`src/rtl/renode_pkg.sv`:
```
// Shared types for the Renode runtime message path.
// Message fields, action codes and the buffered message record.
package renode_pkg;

  typedef enum logic [7:0] {
    invalidAction = 8'd0,
    tickClock     = 8'd1,
    interrupt     = 8'd2,
    pushData      = 8'd3,
    getData       = 8'd4,
    pushDone      = 8'd5
  } action_t;

  typedef logic [63:0] address_t;
  typedef logic [63:0] data_t;

  localparam int unsigned DropCountWidth = 16;

  typedef struct packed {
    action_t  action;
    address_t addr;
    logic     level;
  } out_msg_t;

endpackage

```
`src/rtl/renode_msg_fifo.sv`:
```
// Width/depth parameterized synchronous FIFO.
// Pointers carry a wrap bit; full is registered, empty from pointers.
module renode_msg_fifo #(
  parameter int unsigned Width = 8,
  parameter int unsigned Depth = 4
) (
  input  logic             clk,
  input  logic             rst_n,
  input  logic             push,
  input  logic [Width-1:0] wr_data,
  input  logic             pop,
  output logic [Width-1:0] rd_data,
  output logic             full,
  output logic             empty
);

  localparam int unsigned PW = $clog2(Depth);

  logic [Width-1:0] r_mem [Depth];
  logic [PW:0]      r_wptr;
  logic [PW:0]      r_rptr;
  logic             r_full;
  logic             w_push;
  logic             w_pop;
  logic [PW:0]      w_wptr_nx;
  logic [PW:0]      w_rptr_nx;

  assign empty   = (r_wptr == r_rptr);
  assign full    = r_full;
  assign w_push  = push && !r_full;
  assign w_pop   = pop && !empty;
  assign rd_data = r_mem[r_rptr[PW-1:0]];

  assign w_wptr_nx = r_wptr + {{PW{1'b0}}, w_push};
  assign w_rptr_nx = r_rptr + {{PW{1'b0}}, w_pop};

  always_ff @(posedge clk) begin
    if (w_push) r_mem[r_wptr[PW-1:0]] <= wr_data;
  end

  always_ff @(posedge clk or negedge rst_n) begin
    if (!rst_n) begin
      r_wptr <= '0;
      r_rptr <= '0;
      r_full <= 1'b0;
    end else begin
      r_wptr <= w_wptr_nx;
      r_rptr <= w_rptr_nx;
      r_full <= (w_wptr_nx[PW] != w_rptr_nx[PW]) &&
                (w_wptr_nx[PW-1:0] == w_rptr_nx[PW-1:0]);
    end
  end

endmodule

```
`src/rtl/renode_outputs.sv`:
```
// Applies buffered Renode interrupt messages to registered lines.
// Malformed messages are dropped and counted.
module renode_outputs
  import renode_pkg::*;
#(
  parameter int unsigned OutputsCount = 1,
  parameter int unsigned FifoDepth    = 4,
  parameter logic [OutputsCount-1:0] ResetValue = '0
) (
  input  logic                      clk,
  input  logic                      rst_n,
  input  logic                      msg_valid,
  output logic                      msg_ready,
  input  action_t                   msg_action,
  input  address_t                  msg_addr,
  input  data_t                     msg_data,
  output logic [OutputsCount-1:0]   outputs,
  output logic [OutputsCount-1:0]   outputs_changed,
  output logic [DropCountWidth-1:0] drop_count,
  output logic                      drop_sticky
);

  localparam int unsigned IdxW =
    (OutputsCount > 1) ? $clog2(OutputsCount) : 1;

  logic                      r_en;
  logic [OutputsCount-1:0]   r_out;
  logic [OutputsCount-1:0]   r_chg;
  logic [DropCountWidth-1:0] r_drop;
  logic                      r_sticky;

  logic                      w_full;
  logic                      w_empty;
  logic                      w_push;
  logic                      w_pop;
  out_msg_t                  w_wr;
  out_msg_t                  w_head;
  logic                      w_hit;
  logic [IdxW-1:0]           w_idx;
  logic [OutputsCount-1:0]   w_out_nx;
  logic [OutputsCount-1:0]   w_chg_nx;
  logic                      w_drop;

  assign msg_ready = r_en && !w_full;
  assign w_push    = msg_valid && msg_ready;
  assign w_pop     = !w_empty;

  assign w_wr.action = msg_action;
  assign w_wr.addr   = msg_addr;
  assign w_wr.level  = msg_data[0];

  renode_msg_fifo #(
    .Width ($bits(out_msg_t)),
    .Depth (FifoDepth)
  ) u_fifo (
    .clk     (clk),
    .rst_n   (rst_n),
    .push    (w_push),
    .wr_data (w_wr),
    .pop     (w_pop),
    .rd_data (w_head),
    .full    (w_full),
    .empty   (w_empty)
  );

  // Full-width compare so high address bits never alias onto a line.
  assign w_hit = (w_head.action == interrupt) &&
                 (w_head.addr < address_t'(OutputsCount));
  assign w_idx = w_head.addr[IdxW-1:0];

  always_comb begin
    w_out_nx = r_out;
    w_chg_nx = '0;
    w_drop   = 1'b0;
    if (w_pop) begin
      if (w_hit) begin
        w_out_nx[w_idx] = w_head.level;
        w_chg_nx[w_idx] = r_out[w_idx] ^ w_head.level;
      end else begin
        w_drop = 1'b1;
      end
    end
  end

  always_ff @(posedge clk or negedge rst_n) begin
    if (!rst_n) begin
      r_en     <= 1'b0;
      r_out    <= ResetValue;
      r_chg    <= '0;
      r_drop   <= '0;
      r_sticky <= 1'b0;
    end else begin
      r_en  <= 1'b1;
      r_out <= w_out_nx;
      r_chg <= w_chg_nx;
      if (w_drop) begin
        r_sticky <= 1'b1;
        if (r_drop != '1) r_drop <= r_drop + 1'b1;
      end
    end
  end

  assign outputs         = r_out;
  assign outputs_changed = r_chg;
  assign drop_count      = r_drop;
  assign drop_sticky     = r_sticky;

endmodule

```
`config.mk`:
```
export PLATFORM = sky130hd
export DESIGN_NAME = renode_outputs
export DESIGN_NICKNAME = d
export VERILOG_FILES = /design/src/rtl/renode_pkg.sv /design/src/rtl/renode_msg_fifo.sv /design/src/rtl/renode_outputs.sv
export SDC_FILE = /design/constraint.sdc
export NUM_CORES = 1
export LEC_CHECK = 0
export ABC_AREA = 1
export CAP_MARGIN = 20
export CORE_MARGIN = 8
export CORE_UTILIZATION = 44
export CTS_CLUSTER_SIZE = 16
export DETAILED_ROUTE_END_ITERATION = 6
export PLACE_DENSITY = 0.66
export SLEW_MARGIN = 20
export SYNTH_ARGS = -nofsm -noshare
export SYNTH_HDL_FRONTEND = slang
export SYNTH_SLANG_ARGS = --single-unit
```
`constraint.sdc`:
```
create_clock -name clk -period 8.05 [get_ports clk]
set_input_delay 0.805 -clock clk [delete_from_list [all_inputs] [get_ports clk]]
set_output_delay 0.805 -clock clk [all_outputs]
set_load 0.05 [all_outputs]
```
Yosys cells after proc, flatten, opt, wreduce, memory -nomap -nowiden
Memories as Yosys holds them, arrays and structs flattened. Index checks and enable logic that the tools add are counted.

$add $sub $neg: 3. Bitwise gates (word level): 3. Muxes and demuxes: 9. Equal/unequal tests: 5. Reductions and logical operators: 10. Order comparisons: 3.

Operator list (count): 64-bit by 1-bit < comparator with 1-bit output (second input constant) (1); 16-bit by 1-bit adder with 16-bit output (second input constant) (1); 16-bit != test (second input constant) (1); 8-bit by 2-bit equality test with 1-bit output (second input constant) (1); 1-bit 2-to-1 mux (8); 3-bit by 1-bit adder with 3-bit output (2); 1-bit logical AND (6); 2-bit AND reduction (2); 3-bit equality test (1); 2-bit equality test (1); 1-bit logical NOT (2); 1-bit bitwise AND (1); 1-bit bitwise mux (1); 1-bit >= comparator (second input constant) (1); 1-bit < comparator (second input constant) (1); 1-bit != test (1); 1-bit inverter (1); 1-bit XOR (1).

Input bits: 139. Output and inout bits: 20. Word-level logic and storage cells: 42. Register bits after elaboration: 27. RAM bits: 292. Memories kept: 1.

Memories: u_fifo.r_mem (words 4, bits a word 73, read ports 1, clocked after Yosys merged registers in 0, wr ports 1, RTL line renode_msg_fifo.sv:19) `logic [Width-1:0] r_mem [Depth];`.

Longest topological paths before layout
Word-level depth: 7. Mapped depth: 15. Gate-level depth less buffers: 13.

Hierarchy
From an unflattened synthesis, not the netlist that was laid out.

Cells, all modules: 977. Area, all modules: 12699.7 um^2.

Modules (own cells, without submodules): renode_msg_fifo (times used 1, sequential area each 8943.6 um^2, cells each 759, area an instance 11249.5 um^2); renode_outputs (times used 1, sequential area each 500.5 um^2, cells each 218, area an instance 1450.1 um^2).

Worst setup path before layout
Ideal clock, no wire load.

Path type: register to register. Start point: register u_fifo.r_full, in the netlist u_fifo.full. End point: memory u_fifo.r_mem[2][0] (netlist bit) (enable). Cell stages (with the launch flop): 4. Clock period less this slack: 6.897 ns. Library setup time: 0.594 ns. Arrival: 6.302 ns. Slack: 1.153 ns. Path buffers: 0. Data required time: 7.456 ns. Cells stage by stage: dfrtp_1 > nor2_1 > nand2_1 > nor3_1.

Word-level cells in the longest chain between the ends: 6.

Ends and longest elaborated chain: start, declared (RTL line renode_msg_fifo.sv:22) `logic r_full;`; start signal, assigned (RTL line renode_msg_fifo.sv:49) `r_full <= (w_wptr_nx[PW] != w_rptr_nx[PW]) &&`; 1-bit logical NOT (RTL line renode_outputs.sv:44) `assign msg_ready = r_en && !w_full;`; 1-bit logical AND (RTL line renode_outputs.sv:44); via msg_ready (RTL line renode_outputs.sv:13) `output logic msg_ready,`; 1-bit logical AND (RTL line renode_outputs.sv:45) `assign w_push = msg_valid && msg_ready;`; 1-bit logical AND (RTL line renode_msg_fifo.sv:30) `assign w_push = push && !r_full;`; 1-bit 2-to-1 mux (RTL line renode_msg_fifo.sv:38) `if (w_push) r_mem[r_wptr[PW-1:0]] <= wr_data;`; 1-bit 2-to-1 mux (implied by the code) (RTL line renode_msg_fifo.sv:38); end, declared (RTL line renode_msg_fifo.sv:19).

The timed path passes the listed nets, and every way through them passes these cells.

Worst setup path after layout
Start point: register u_fifo.r_rptr[0]. End point: register u_fifo.r_full, in the netlist u_fifo.full.

Word-level cells in the longest chain between the ends: 5. Elaborated cells between the ends (all ways): 6. Those cells by class: add/sub (1); eq/ne (3); reduce/logical (2).

Ends and longest elaborated chain: start, declared (RTL line renode_msg_fifo.sv:21) `logic [PW:0] r_rptr;`; start signal, assigned (RTL line renode_msg_fifo.sv:48) `r_rptr <= w_rptr_nx;`; 3-bit equality test (RTL line renode_msg_fifo.sv:28) `assign empty = (r_wptr == r_rptr);`; 1-bit logical NOT (RTL line renode_msg_fifo.sv:31, renode_outputs.sv:46); 3-bit by 1-bit adder with 3-bit output * (RTL line renode_msg_fifo.sv:35) `assign w_rptr_nx = r_rptr + {{PW{1'b0}}, w_pop};`; via u_fifo.w_rptr_nx[1] (RTL line renode_msg_fifo.sv:26) `logic [PW:0] w_rptr_nx;`; 2-bit equality test * (RTL line renode_msg_fifo.sv:50) `(w_wptr_nx[PW-1:0] == w_rptr_nx[PW-1:0]);`; 1-bit logical AND * (RTL line renode_msg_fifo.sv:49).

Mark *: on every way through the listed nets, which the timed path passes. The rest lies on a longest branch. A chain may end at the register's enable or synchronous reset.

==> summary.txt <==
Run status
  • Outcome: complete, no violations

Worst hold path
  • HP Class: flip-flop to flip-flop

Route
  • Vias: 6048
  • # DRC: 0
  • Iter 0 DRT Violations: 379
  • Wirelength, routed: 20.1 mm
  • ANT nets after route: 0
  • Drt wl/cell: 16.1 µm
  • Pre-antenna DRT Iters: 4
  • Vias per cell: 4.84

Global routing
  • Largest net degree at the start of global routing: 74
  • First-pass GRT wire length: 31.8 mm
  • Initial antenna violation count: 3
  • Global route overflow: 0
  • Number of global-route vias before repair: 6158
  • Overall Global Routing Usage: 0.128

Yosys
  • Synthesized Nets: 910
  • Yosys top cell area share: 0.757
  • Syn Area/Cell: 15.1 µm²
  • Synthesis-stage register bit count: 319
  • Yosys warnings: 0
  • Sequential share of the synthesized area: 0.815
  • Post-Synthesis Cells: 766
  • Netlist cell types: 32
  • Cell area after synthesis: 11600 µm²
  • Dominant cell type by area after synthesis: edfxtp_1
  • Area contributors post-synth: edfxtp_1 76%, dfrtp_1 5.8%, nor2_1 4.4%

Setup path
  • Crit path capture type: flip-flop
  • Data required, critical path: 8.45 ns
  • CP Launch Type: flip-flop
  • Worst-path maximum fanout: 27
  • Critical path class: flip-flop to flip-flop
  • Reg2reg setup slack: 5.31 ns
  • Critical Path AT: 3.15 ns

Pwr
  • PD cells: 297 nW/µm²
  • Max VDD drop: 0.220 mV
  • Pleak: 4.88 nW
  • Power Total: 4.17 mW
  • Clk pwr share: 0.360
  • Sw frac: 0.251
  • Net Switching: 1.05 mW
  • Logic pwr share: 0.141
  • Seq pwr share: 0.499
  • Pint: 3.12 mW

Clock tree
  • Num CTS Buffers: 34
  • TritonCTS clock tree: done
  • CTS Sinks: 319
  • Post-CTS Setup Bufs: 0
  • Root Buffer: clkbuf_16
  • Worst-Skew Late Latency: 0.49 ns
  • H-tree depth: 2
  • Maximum root-to-sink buffer count: 3
  • Post-CTS sizing: 0
  • Clk slew on worst S/H paths: 0.06 ns
  • Hold_buf cts: 0

Placement
  • Dpl ws: 5.20 ns
  • Routability Congestion: 0.783
  • Port Buffers: 95
  • Post-DP HPWL: 12.8 mm

Layout
  • FF+latch area: 9440 µm²
  • Most frequent cells in the layout: 292 x edfxtp_1, 137 x nor2_1, 121 x nand2_1
  • Fin util: 0.540
  • Fillcell total: 2098
  • Multi-input gate area: 1940 µm²
  • Commonest non-fill, non-tap cell in the layout: edfxtp_1
  • N_diodes: 0
  • Area grow syn2layout: 21.1%
  • Share of cells above drive strength 1: 0.0743
  • Fin nets: 1036

STA
  • Fin. max-slew vios: 0
  • Final period utilization: 0.341
  • F_max: 365 MHz
  • Final setup margin: 5.31 ns
  • Tmin final: 2.74 ns
  • Setup Skew: 0.0148 ns
  • Unrepaired setup endpoints after global routing: no
  • Hold Fails Final Rpt: 0
  • Final hold slack: 0.463 ns
  • Slew @ Worst Pin: 1.04 ns
  • Fin Setup TNS: 0 ns
  • Slew HR: 0.308
  • Final setup fails: 0

Floorplan
  • Die Y: 178 µm
  • Die X: 178 µm
  • Die area: 31800 µm²
  • # rows: 59
  • Initial core utilization: 0.446
  • Core box area: 26000 µm²
  • I/O pin total: 159

Run
  • Max Cap Violations: 0
synth_stat cells:
cell type  number
edfxtp_1      292
nor4_1          1
nand3_1        28
a21boi_0        1
dfrtp_1        27
buf_2           5
a21oi_2         1
a21o_1          1
a21oi_1         4
ha_1            5
or2_1           5
nand4_1        25
nand2_2         1
nor3_1         27
o21ai_1         3
o211ai_1        2
xor2_1          9
nor3_2          2
nand4_4         1
nor3b_1         2
inv_4           1
nand3_4         1
conb_1          1
nand2_1       121
nor2_1        137
or2_2           1
nor2_2          3
inv_1          34
xnor2_1        12
nand3b_1        7
buf_6           5
buf_4           1
flip-flops by register name (all words and copies together) (netlist names):
register / cells
drop_count: 16
drop_sticky: 1
outputs: 1
outputs_changed: 1
r_en: 1
u_fifo.full: 1
u_fifo.r_mem: 292
u_fifo.r_rptr: 3
u_fifo.r_wptr: 3
worst paths after layout:
path                                       startpoint                          to  depth (start not counted)
min in group asynchronous                       rst_n  u_fifo.r_wptr[2]$_DFF_PN0_                          2
max in group asynchronous                       rst_n  u_fifo.r_wptr[0]$_DFF_PN0_                          2
setup reg to reg           u_fifo.r_rptr[0]$_DFF_PN0_       u_fifo.full$_DFF_PN0_                          8
setup / recovery           u_fifo.r_rptr[0]$_DFF_PN0_       u_fifo.full$_DFF_PN0_                          8
hold reg to reg               drop_sticky$_DFFE_PN0P_     drop_sticky$_DFFE_PN0P_                          1
hold / removal                drop_sticky$_DFFE_PN0P_     drop_sticky$_DFFE_PN0P_                          1
metrics by stage:
step           cells  instance area (µm²)
2_1_floorplan    766                11600
3_3_place_gp    1191                12900
3_5_place_dp    1191                12900
4_1_cts         1250                14000
5_1_grt         1250                14000
6_report        1250                14000
layout make-up:
cell class	instances	share of cell area
inverters	35	0.00954
well taps	335	0.0299
clock buffers	40	0.0638
flip-flops and latches	319	0.673
repair buffers	101	0.0710
multi-input cells	401	0.138
clock inverters	19	0.0143
per-layer routing:
metal | vias to the layer above | share of wire | GRT usage
li1 | 2986 | - | -
met1 | 2895 | 0.44 | 0.163
met2 | 132 | 0.48 | 0.213
met3 | 29 | 0.062 | 0.0349
met4 | 6 | 0.014 | 0.0324
met5 | - | 0.0017 | 0
power groups by stage:
| stage | combinational (mW) | clock [mW] | sequential, mW |
|---|---|---|---|
| floorplan | 0.370 | 0 | 2.17 |
| global placement | 0.581 | 0 | 2.11 |
| detailed placement | 0.597 | 0 | 2.12 |
| CTS | 0.598 | 1.54 | 2.08 |
| global route | 0.650 | 1.61 | 2.10 |
| finish | 0.588 | 1.50 | 2.08 |
critical path, cell delays in order (launching register included):
cell and delay, ns:
dfrtp_1 0.32, buf_4 0.32, xnor2_1 0.17, nand3_1 0.65, ha_1 0.49, ha_1 0.30
xnor2_1 0.18, o211ai_1 0.10, a21oi_1 0.13
kinds of logic after synthesis:
family | count (synthesis) | synth area share
AOI/OAI and AO/OA | 12 | 0.00637
xor gates and xnor gates | 21 | 0.0159
adders and majority gates | 5 | 0.00540
buffers and inverters | 46 | 0.0192
DFF | 319 | 0.815
other | 1 | 0.000324
and+or+nand+nor | 362 | 0.138
No activity file was read; power rests on OpenSTA's default activity.
